[config.mk]
export PLATFORM = sky130hd
export DESIGN_NAME = turn_timer
export DESIGN_NICKNAME = d
export VERILOG_FILES = /design/src/rtl/turn_timer.sv
export SDC_FILE = /design/constraint.sdc
export NUM_CORES = 1
export LEC_CHECK = 0
export ABC_AREA = 1
export ABC_CLOCK_PERIOD_IN_PS = 2900
export CORE_MARGIN = 1
export CORE_UTILIZATION = 28
export DETAILED_ROUTE_END_ITERATION = 10
export PLACE_DENSITY = 0.57
export SYNTH_ARGS = -nofsm -noshare
export SYNTH_HDL_FRONTEND = slang
export SYNTH_SLANG_ARGS = --single-unit
[constraint.sdc]
create_clock -name clk -period 2.9 [get_ports clk]
set_clock_uncertainty 0.2 [all_clocks]
set_input_delay 0.29 -clock clk [delete_from_list [all_inputs] [get_ports clk]]
set_output_delay 0.29 -clock clk [all_outputs]
set_load 0.005 [all_outputs]
[src/rtl/turn_timer.sv]
// rtl/turn_timer.sv - per-turn countdown timer driving connect4_fsm times_up
module turn_timer #(
    parameter int         CLK_FREQ          = 50_000_000,
    parameter int         TURN_SECS         = 10,
    parameter logic [2:0] PLAYER_TURN_STATE = 3'd1
) (
    input  logic       clk,
    input  logic       reset,
    input  logic [2:0] state,
    input  logic       player_turn,
    input  logic       win_flag,
    output logic       times_up,
    output logic [6:0] secs_left,
    output logic       warn,
    output logic [1:0] timer_state,
    output logic [6:0] seg_tens,
    output logic [6:0] seg_ones
);

    localparam int PW = (CLK_FREQ > 1) ? $clog2(CLK_FREQ) : 1;
    localparam logic [PW-1:0] PRESC_MAX = PW'(CLK_FREQ - 1);
    localparam logic [6:0]    RELOAD    = 7'(TURN_SECS);

    typedef enum logic [1:0] {
        IDLE    = 2'd0,
        RUNNING = 2'd1,
        EXPIRED = 2'd2,
        HALTED  = 2'd3
    } tstate_t;

    tstate_t       cur, nxt;
    logic [PW-1:0] presc, presc_nxt;
    logic [6:0]    secs_nxt;
    logic          pulse_nxt;
    logic          prev_turn;
    logic          turn_change;
    logic          in_turn;
    logic          tick;
    logic [3:0]    tens_digit, ones_digit;

    assign turn_change = (player_turn != prev_turn);
    assign in_turn     = (state == PLAYER_TURN_STATE);
    assign tick        = (cur == RUNNING) && (presc == PRESC_MAX);

    always_ff @(posedge clk or posedge reset) begin
        if (reset) begin
            cur <= IDLE;
        end else begin
            cur <= nxt;
        end
    end

    // Rule order in RUNNING matters: win beats turn change beats leaving the
    // player-turn state beats the tick, so a final tick never pulses when
    // anything else happens on the same edge.
    always_comb begin
        nxt       = cur;
        secs_nxt  = secs_left;
        presc_nxt = presc;
        pulse_nxt = 1'b0;
        case (cur)
            IDLE: begin
                secs_nxt  = RELOAD;
                presc_nxt = '0;
                if (win_flag) begin
                    nxt = HALTED;
                end else if (in_turn) begin
                    nxt = RUNNING;
                end
            end
            RUNNING: begin
                if (win_flag) begin
                    nxt = HALTED;
                end else if (turn_change) begin
                    secs_nxt  = RELOAD;
                    presc_nxt = '0;
                end else if (!in_turn) begin
                    nxt       = IDLE;
                    secs_nxt  = RELOAD;
                    presc_nxt = '0;
                end else if (tick) begin
                    presc_nxt = '0;
                    if (secs_left == 7'd1) begin
                        secs_nxt  = 7'd0;
                        pulse_nxt = 1'b1;
                        nxt       = EXPIRED;
                    end else begin
                        secs_nxt = secs_left - 7'd1;
                    end
                end else begin
                    presc_nxt = presc + PW'(1);
                end
            end
            EXPIRED: begin
                secs_nxt = 7'd0;
                if (win_flag) begin
                    nxt = HALTED;
                end else if (turn_change || !in_turn) begin
                    nxt       = IDLE;
                    secs_nxt  = RELOAD;
                    presc_nxt = '0;
                end
            end
            HALTED: begin
                nxt = HALTED;
            end
            default: begin
                nxt = IDLE;
            end
        endcase
    end

    always_ff @(posedge clk or posedge reset) begin
        if (reset) begin
            secs_left <= RELOAD;
            presc     <= '0;
            times_up  <= 1'b0;
            prev_turn <= 1'b0;
        end else begin
            secs_left <= secs_nxt;
            presc     <= presc_nxt;
            times_up  <= pulse_nxt;
            prev_turn <= player_turn;
        end
    end

    function automatic logic [6:0] seg_decode(input logic [3:0] d);
        case (d)
            4'd0:    seg_decode = 7'b1000000;
            4'd1:    seg_decode = 7'b1111001;
            4'd2:    seg_decode = 7'b0100100;
            4'd3:    seg_decode = 7'b0110000;
            4'd4:    seg_decode = 7'b0011001;
            4'd5:    seg_decode = 7'b0010010;
            4'd6:    seg_decode = 7'b0000010;
            4'd7:    seg_decode = 7'b1111000;
            4'd8:    seg_decode = 7'b0000000;
            4'd9:    seg_decode = 7'b0010000;
            default: seg_decode = 7'b1111111;
        endcase
    endfunction

    always_comb begin
        timer_state = cur;
        warn        = (cur == RUNNING) && (secs_left >= 7'd1) && (secs_left <= 7'd3);
        tens_digit  = 4'(secs_left / 7'd10);
        ones_digit  = 4'(secs_left % 7'd10);
        seg_tens    = seg_decode(tens_digit);
        seg_ones    = seg_decode(ones_digit);
    end

endmodule

Word level (Yosys, flattened, before mapping)
Memory sizes are Yosys's and may differ from the RTL's.
Index checks and enable logic that the tools add are counted.
- add/subtract/negate cells: 2
- div/mod/pow operators: 2
- order comparisons: 2
- equality and inequality tests: 16
- multiplexer cells: 31
- reductions and logical operators: 10
- operators by type and width (operator ; count):
    $mux 26 ; 6
    $pmux 26 s3 ; 1
    $mux 7 ; 5
    $add 26x1->26 const B ; 1
    $eq 26x26->1 const B ; 1
    $pmux 7 s3 ; 1
    $mux 2 ; 9
    $ne 3x3->1 const B ; 3
    $mux 4 ; 2
    $ne 4x4->1 const B ; 2
    $pmux 2 s4 ; 1
    $div 7x4->7 const B ; 1
    $eq 7x1->1 const B ; 1
    $ge 7x1->1 const B ; 1
    $le 7x2->1 const B ; 1
    $mod 7x4->7 const B ; 1
    $sub 7x1->7 const B ; 1
    $mux 1 ; 6
    $ne 2x2->1 const B ; 3
    $reduce_and 5->1 ; 1
    $eq 2x2->1 const B ; 2
    $ne 4x3->1 const B ; 1
    $reduce_and 4->1 ; 1
    $eq 3x1->1 const B ; 1
    other kinds (8) ; 10
- register bits after elaboration: 37
- ROM bits: 224
- input port bits: 7
- output and inout port bits: 25
- logic and storage cells: 70
- memories: 2
- memories (memory ; words ; width ; rd ports ; clocked after Yosys merged registers in ; write ports ; line ; RTL):
    (no name shown) ; 16 ; 7 ; 1 ; 0 ; 0 ; 128 ; case (d)
    (no name shown) ; 16 ; 7 ; 1 ; 0 ; 0 ; 128 ;

Logic depth before layout (Yosys ltp)
- word-level depth: 7
- gate-level depth with buffers: 25
- gate-level depth less buffers: 25

Worst setup path after synthesis
Ideal clock, no wire load.
- path type: flip-flop to output port
- start point: register secs_left[4]
- end point: output port seg_ones[3]
- arrival time: 2759 ps
- required time: 2410 ps
- setup slack: -349 ps
- cell stages (with the launch flop): 21
- buffers on the path: 0
- cells stage by stage: dfrtp_1 -> o21ai_2 -> nand2_2 -> nand3_1 -> nand2_1 -> a21boi_4 -> nand2_4 -> nand2_4 -> nand2_2 -> nand2_1 -> inv_2 -> ha_1 -> inv_1 -> nand3_4 -> nand3_4 -> nand2_4 -> nand2_4 -> ha_1 -> nand3b_1 -> nand3_1 -> nand2_2
- word-level cells in the longest chain between the ends: 2
- ends and longest elaborated chain (element ; line ; RTL):
    from (decl) ; 13 ; output logic [6:0] secs_left,
    from (signal assigned) ; 120 ; secs_left <= secs_nxt;
    $mod 7x4->7 ; 147 ; ones_digit = 4'(secs_left % 7'd10);
    $mem_v2 16x7 ; n/a ;
    to (decl) ; 17 ; output logic [6:0] seg_ones
Every way passes these cells.

Final worst setup path
- start point: register secs_left[5]
- end point: output port seg_ones[3]
The elaborated chain is that of the path after synthesis.

==> metrics.md <==
| Metric | Value |
|---|---|
| Outcome | `finished with violations` |
| Failing checks | `setup timing` |
| First-pass GRT wire length | `13.0 mm` |
| Family with the most delay on the worst path | `simple AND/OR/NAND/NOR gates` |
| Vias per inst | `4.66` |
| Via count of the first global-routing pass | `2949` |
| Core Footprint | `10300 sq um` |
| Routed via count | `2984` |
| Gr ovfl total | `0` |
| Number of flip-flops and latches in the synthesized netlist | `37` |
| Total of max-cap violations | `0` |
| Clock tree from TritonCTS | `yes` |
| Post-route antenna net violation count | `0` |
| GRT Resource Usage Total | `roughly 14%` |
| Peak fanout along the critical path | `5` |
| Largest voltage drop on the vdd net | `0.000779 V` |
| CP Cell Sequence | `o21ai_4, nand2_4, o211ai_1, a21boi_4, nand2_4, nand2_4, nand2_4, nand2_4, inv_4, ha_4, inv_2, nand3_4, nand4_1, nand2_4, buf_6, ha_4, nand3b_1, nand3_1, nand2_2, buf_2` |
| Top-Level Pins | `32` |
| Initial DRT Pass Iterations | `4` |
| Fraction of synthesized area in multiplexers | `0%` |
| Number of clock sinks | `37` |
| RSZ-0062 raised after global routing | `true` |
| Largest net degree at the start of global routing | `38` |
| Final count of pins violating max slew | `0` |
| Fraction of post-synthesis cell area in the top cell type by area | `29.4%` |
| Num CTS Buffers | `5` |
| Synthesis-to-layout area growth | `43.1%` |
| Required time worst endpoint | `2.41 ns` |
| Maximum count of clock buffers along a single path | `2` |
| Initial core utilization | `28.8%` |
| Number of nets in the synthesized netlist | `434` |
| Final core utilization | `between 40% and 50%` |
| Commonest non-fill, non-tap cell in the layout | `sky130_fd_sc_hd__nand2_1` |
| Netlist area before placement | `about 3000 sq um` |
| Category of the most critical setup path | `flip-flop to primary output` |
| Number of cells on the critical path | `20` |
| Worst stage delay on the critical path | `0.46 ns` |
| Fraction of the mapped netlist area in compound gates | `14.1%` |
| Post-route cell area | `4260 sq um` |
| Die area | `11000 sq um` |
| Simple-gate area share of the yosys netlist | `36.0%` |
| Pwr dens | `around 1500 nW/um^2` |
| Hold Path Class | `input port to asynchronous set/reset pin` |
| Mean instance size in the synthesized netlist | `7.34 sq um` |
| Register area share after synthesis | `31.2%` |
| Number of placement rows | `37` |
| Setup WS post-layout | `-0.553 ns` |
| Clk root buf | `sky130_fd_sc_hd__clkbuf_8` |
| TNS Setup | `-5.86 ns` |
| Normalized max-slew margin | `68.7%` |
| Final Setup Violations | `14` |
| Min cycle time layout | `3.45 ns` |
| Clock slew at reported path FFs | `0.08 ns` |
| Number of buffers inserted by port buffering | `31` |
| Master of the slowest instance on the critical path | `sky130_fd_sc_hd__dfrtp_2` |
| Worst reg2reg path depth | `16` |
| Routed wirelength normalized by instance count | `11.5 um` |
| Worst-margin pin slew | `0.470 ns` |
| DRC marker count from the first detailed-route iteration | `104` |
| Initial antenna violation count | `0` |
| Achievable Freq | `290 MHz` |
| Non-filler cells in the finished layout | `between 600 and 700` |
| Final net count | `~530` |
| Dominant combinational cell family by area after synthesis | `simple AND/OR/NAND/NOR gates` |
| RD Place Congestion | `0.810` |
| Layout cells sized above 1 | `32.3%` |
| DRC violations left | `0` |
| Die Y-Extent | `105 um` |
| Clock insertion delay at the later pin of the skew report | `0.29 ns` |
| Static leakage | `approximately 1.9 nW` |
| Number of levels in the clock H-tree | `2` |
| Crit path launch | `secs_left[5]$_DFFE_PP0P_` |
| Most instantiated flip-flop cell in the synthesis netlist | `sky130_fd_sc_hd__dfrtp_1` |
| Drt total wl | `7.34 mm` |
| Yosys warnings | `0` |
| Worst slack at placement | `-0.581 ns` |
| Number of distinct library cells after synthesis | `44` |
| Ranking of synthesized cells by area | `sky130_fd_sc_hd__dfrtp_1 29%, sky130_fd_sc_hd__ha_1 9.3%, sky130_fd_sc_hd__nand2_1 9.1%` |
| Element type at the critical path start | `flip-flop` |
| Number of instances in the placed design | `614` |
| CP Data Arrival Time | `2.96 ns` |
| Post-Synth Adder-Cell Area | `under 10%` |
| Xor/xnor cell area share of the yosys netlist | `0.883%` |
| Placed inst area | `3870 sq um` |
| CP bufs+invs | `4` |
| Post-route fraction of the period consumed by the critical path | `119%` |
| Ant. Diodes | `0` |
| HPWL after detailed placement | `5.54 mm` |
| Highest-count cells in the layout ignoring fill and taps | `66 x sky130_fd_sc_hd__nand2_1, 54 x sky130_fd_sc_hd__buf_4, 53 x sky130_fd_sc_hd__inv_1` |
| Kind of end point of the critical path | `primary output` |
| Gate count after technology mapping | `405` |
| Number of enable-type register cells in the synthesized netlist | `0` |
| Post-CTS Hold Fix Bufs | `0` |
| Final Hold Violating Endpoints | `0` |
| Crit path top cell by count | `sky130_fd_sc_hd__nand2_4` |
| Synth area leader | `sky130_fd_sc_hd__dfrtp_1` |
| Post-synthesis async set-or-reset flop share | `100%` |
| Worst reg2reg path startpoint | `timer_state[1]$_DFFE_PP0P_` |
| Die outline width | `105 um` |
| Fill cell total of the finished layout | `between 1000 and 1500` |
## final cells by class
cell class | instances | area [sq um] | share of cell area, %
sequential | 37 | 932 | 21.9
clock inverter | 1 | 5.00 | 0.118
tap | 136 | 170 | 4.00
clock buffer | 7 | 96.3 | 2.26
multi-input combinational | 301 | 2050 | 48.1
inverter | 66 | 258 | 6.06
timing repair buffer | 93 | 749 | 17.6
## synthesized netlist by cell type (2+ instances only)
master	instances
sky130_fd_sc_hd__xor2_1	3
sky130_fd_sc_hd__a21oi_1	21
sky130_fd_sc_hd__nand2_2	12
sky130_fd_sc_hd__inv_1	59
sky130_fd_sc_hd__nand3_2	2
sky130_fd_sc_hd__a31oi_1	3
sky130_fd_sc_hd__dfrtp_1	35
sky130_fd_sc_hd__nand2_4	9
sky130_fd_sc_hd__nand3b_1	2
sky130_fd_sc_hd__o211ai_1	2
sky130_fd_sc_hd__nand3_4	2
sky130_fd_sc_hd__nand2_1	72
sky130_fd_sc_hd__nor3_2	2
sky130_fd_sc_hd__o21a_1	3
sky130_fd_sc_hd__o22ai_1	2
sky130_fd_sc_hd__nor2_1	37
sky130_fd_sc_hd__inv_2	5
sky130_fd_sc_hd__ha_1	22
sky130_fd_sc_hd__o21ai_2	2
sky130_fd_sc_hd__dfstp_2	2
sky130_fd_sc_hd__nand4_1	9
sky130_fd_sc_hd__o21ai_0	27
sky130_fd_sc_hd__nor4_1	4
sky130_fd_sc_hd__and2_1	2
sky130_fd_sc_hd__nor3_1	16
sky130_fd_sc_hd__nand3_1	32
## state kept, by name (all words and copies together) (netlist names)
name / count
times_up: 1
secs_left: 7
prev_turn: 1
presc: 26
timer_state: 2
## cell families after synthesis
group,count (synthesis)
simple gates,207
fa+ha+maj,22
xor+xnor,3
compound gates,69
flops,37
buf+inv,67
## through the flow
step           power, mW  hold slack [ns]
2_1_floorplan       3.20            0.121
3_3_place_gp        5.09            0.269
3_5_place_dp        5.15            0.284
4_1_cts             5.67            0.228
5_1_grt             6.83            0.267
6_report            6.24            0.208
## worst reg2reg max path, cell delays in order (launching register included)
cell and delay [ns]:
sky130_fd_sc_hd__dfrtp_1 0.41, sky130_fd_sc_hd__inv_1 0.11, sky130_fd_sc_hd__ha_1 0.25, sky130_fd_sc_hd__nand2_1 0.08
sky130_fd_sc_hd__inv_1 0.05, sky130_fd_sc_hd__nor2_1 0.16, sky130_fd_sc_hd__nand3_2 0.18, sky130_fd_sc_hd__inv_2 0.09
sky130_fd_sc_hd__nand2_1 0.06, sky130_fd_sc_hd__nor2_1 0.14, sky130_fd_sc_hd__nand3_1 0.12, sky130_fd_sc_hd__nor3_2 0.17
sky130_fd_sc_hd__nand3_1 0.09, sky130_fd_sc_hd__nor2_1 0.19, sky130_fd_sc_hd__nand3_1 0.10, sky130_fd_sc_hd__nand2_1 0.07
sky130_fd_sc_hd__a21oi_1 0.04
## power breakdown
part	switching, mW	internal [mW]	leakage (nW)	total, mW
combinational	2.61	2.58	1.38	5.19
sequential	0.0636	0.578	0.497	0.642
clock	0.191	0.215	0.0542	0.406
## layer usage
metal	vias up	track usage [%]	routed length, um
li1	1542	-	-
met1	1384	17.1	3380
met2	45	25.9	3680
met3	13	2.31	194
met4	0	3.62	95
met5	-	0	0
## timing repair
| action | CTS | global route |
|---|---|---|
| pin swaps | 17 | 12 |
| resized for setup | 78 | 21 |
| setup buffers | 12 | 7 |
| setup endpoints to repair | 14 | 16 |
## worst paths after layout
check	to	slack [ns]
max in group asynchronous	secs_left[5]$_DFFE_PP0P_	1.95
min in group clk	prev_turn$_DFF_PP0_	0.28
setup / recovery	seg_ones[3]	-0.55
hold / removal	presc[22]$_DFFE_PP0P_	0.21
hold reg to reg	presc[3]$_DFFE_PP0P_	0.29
setup reg to reg	presc[19]$_DFFE_PP0P_	0.26
Note: power is estimated with default switching activity, not from simulation.
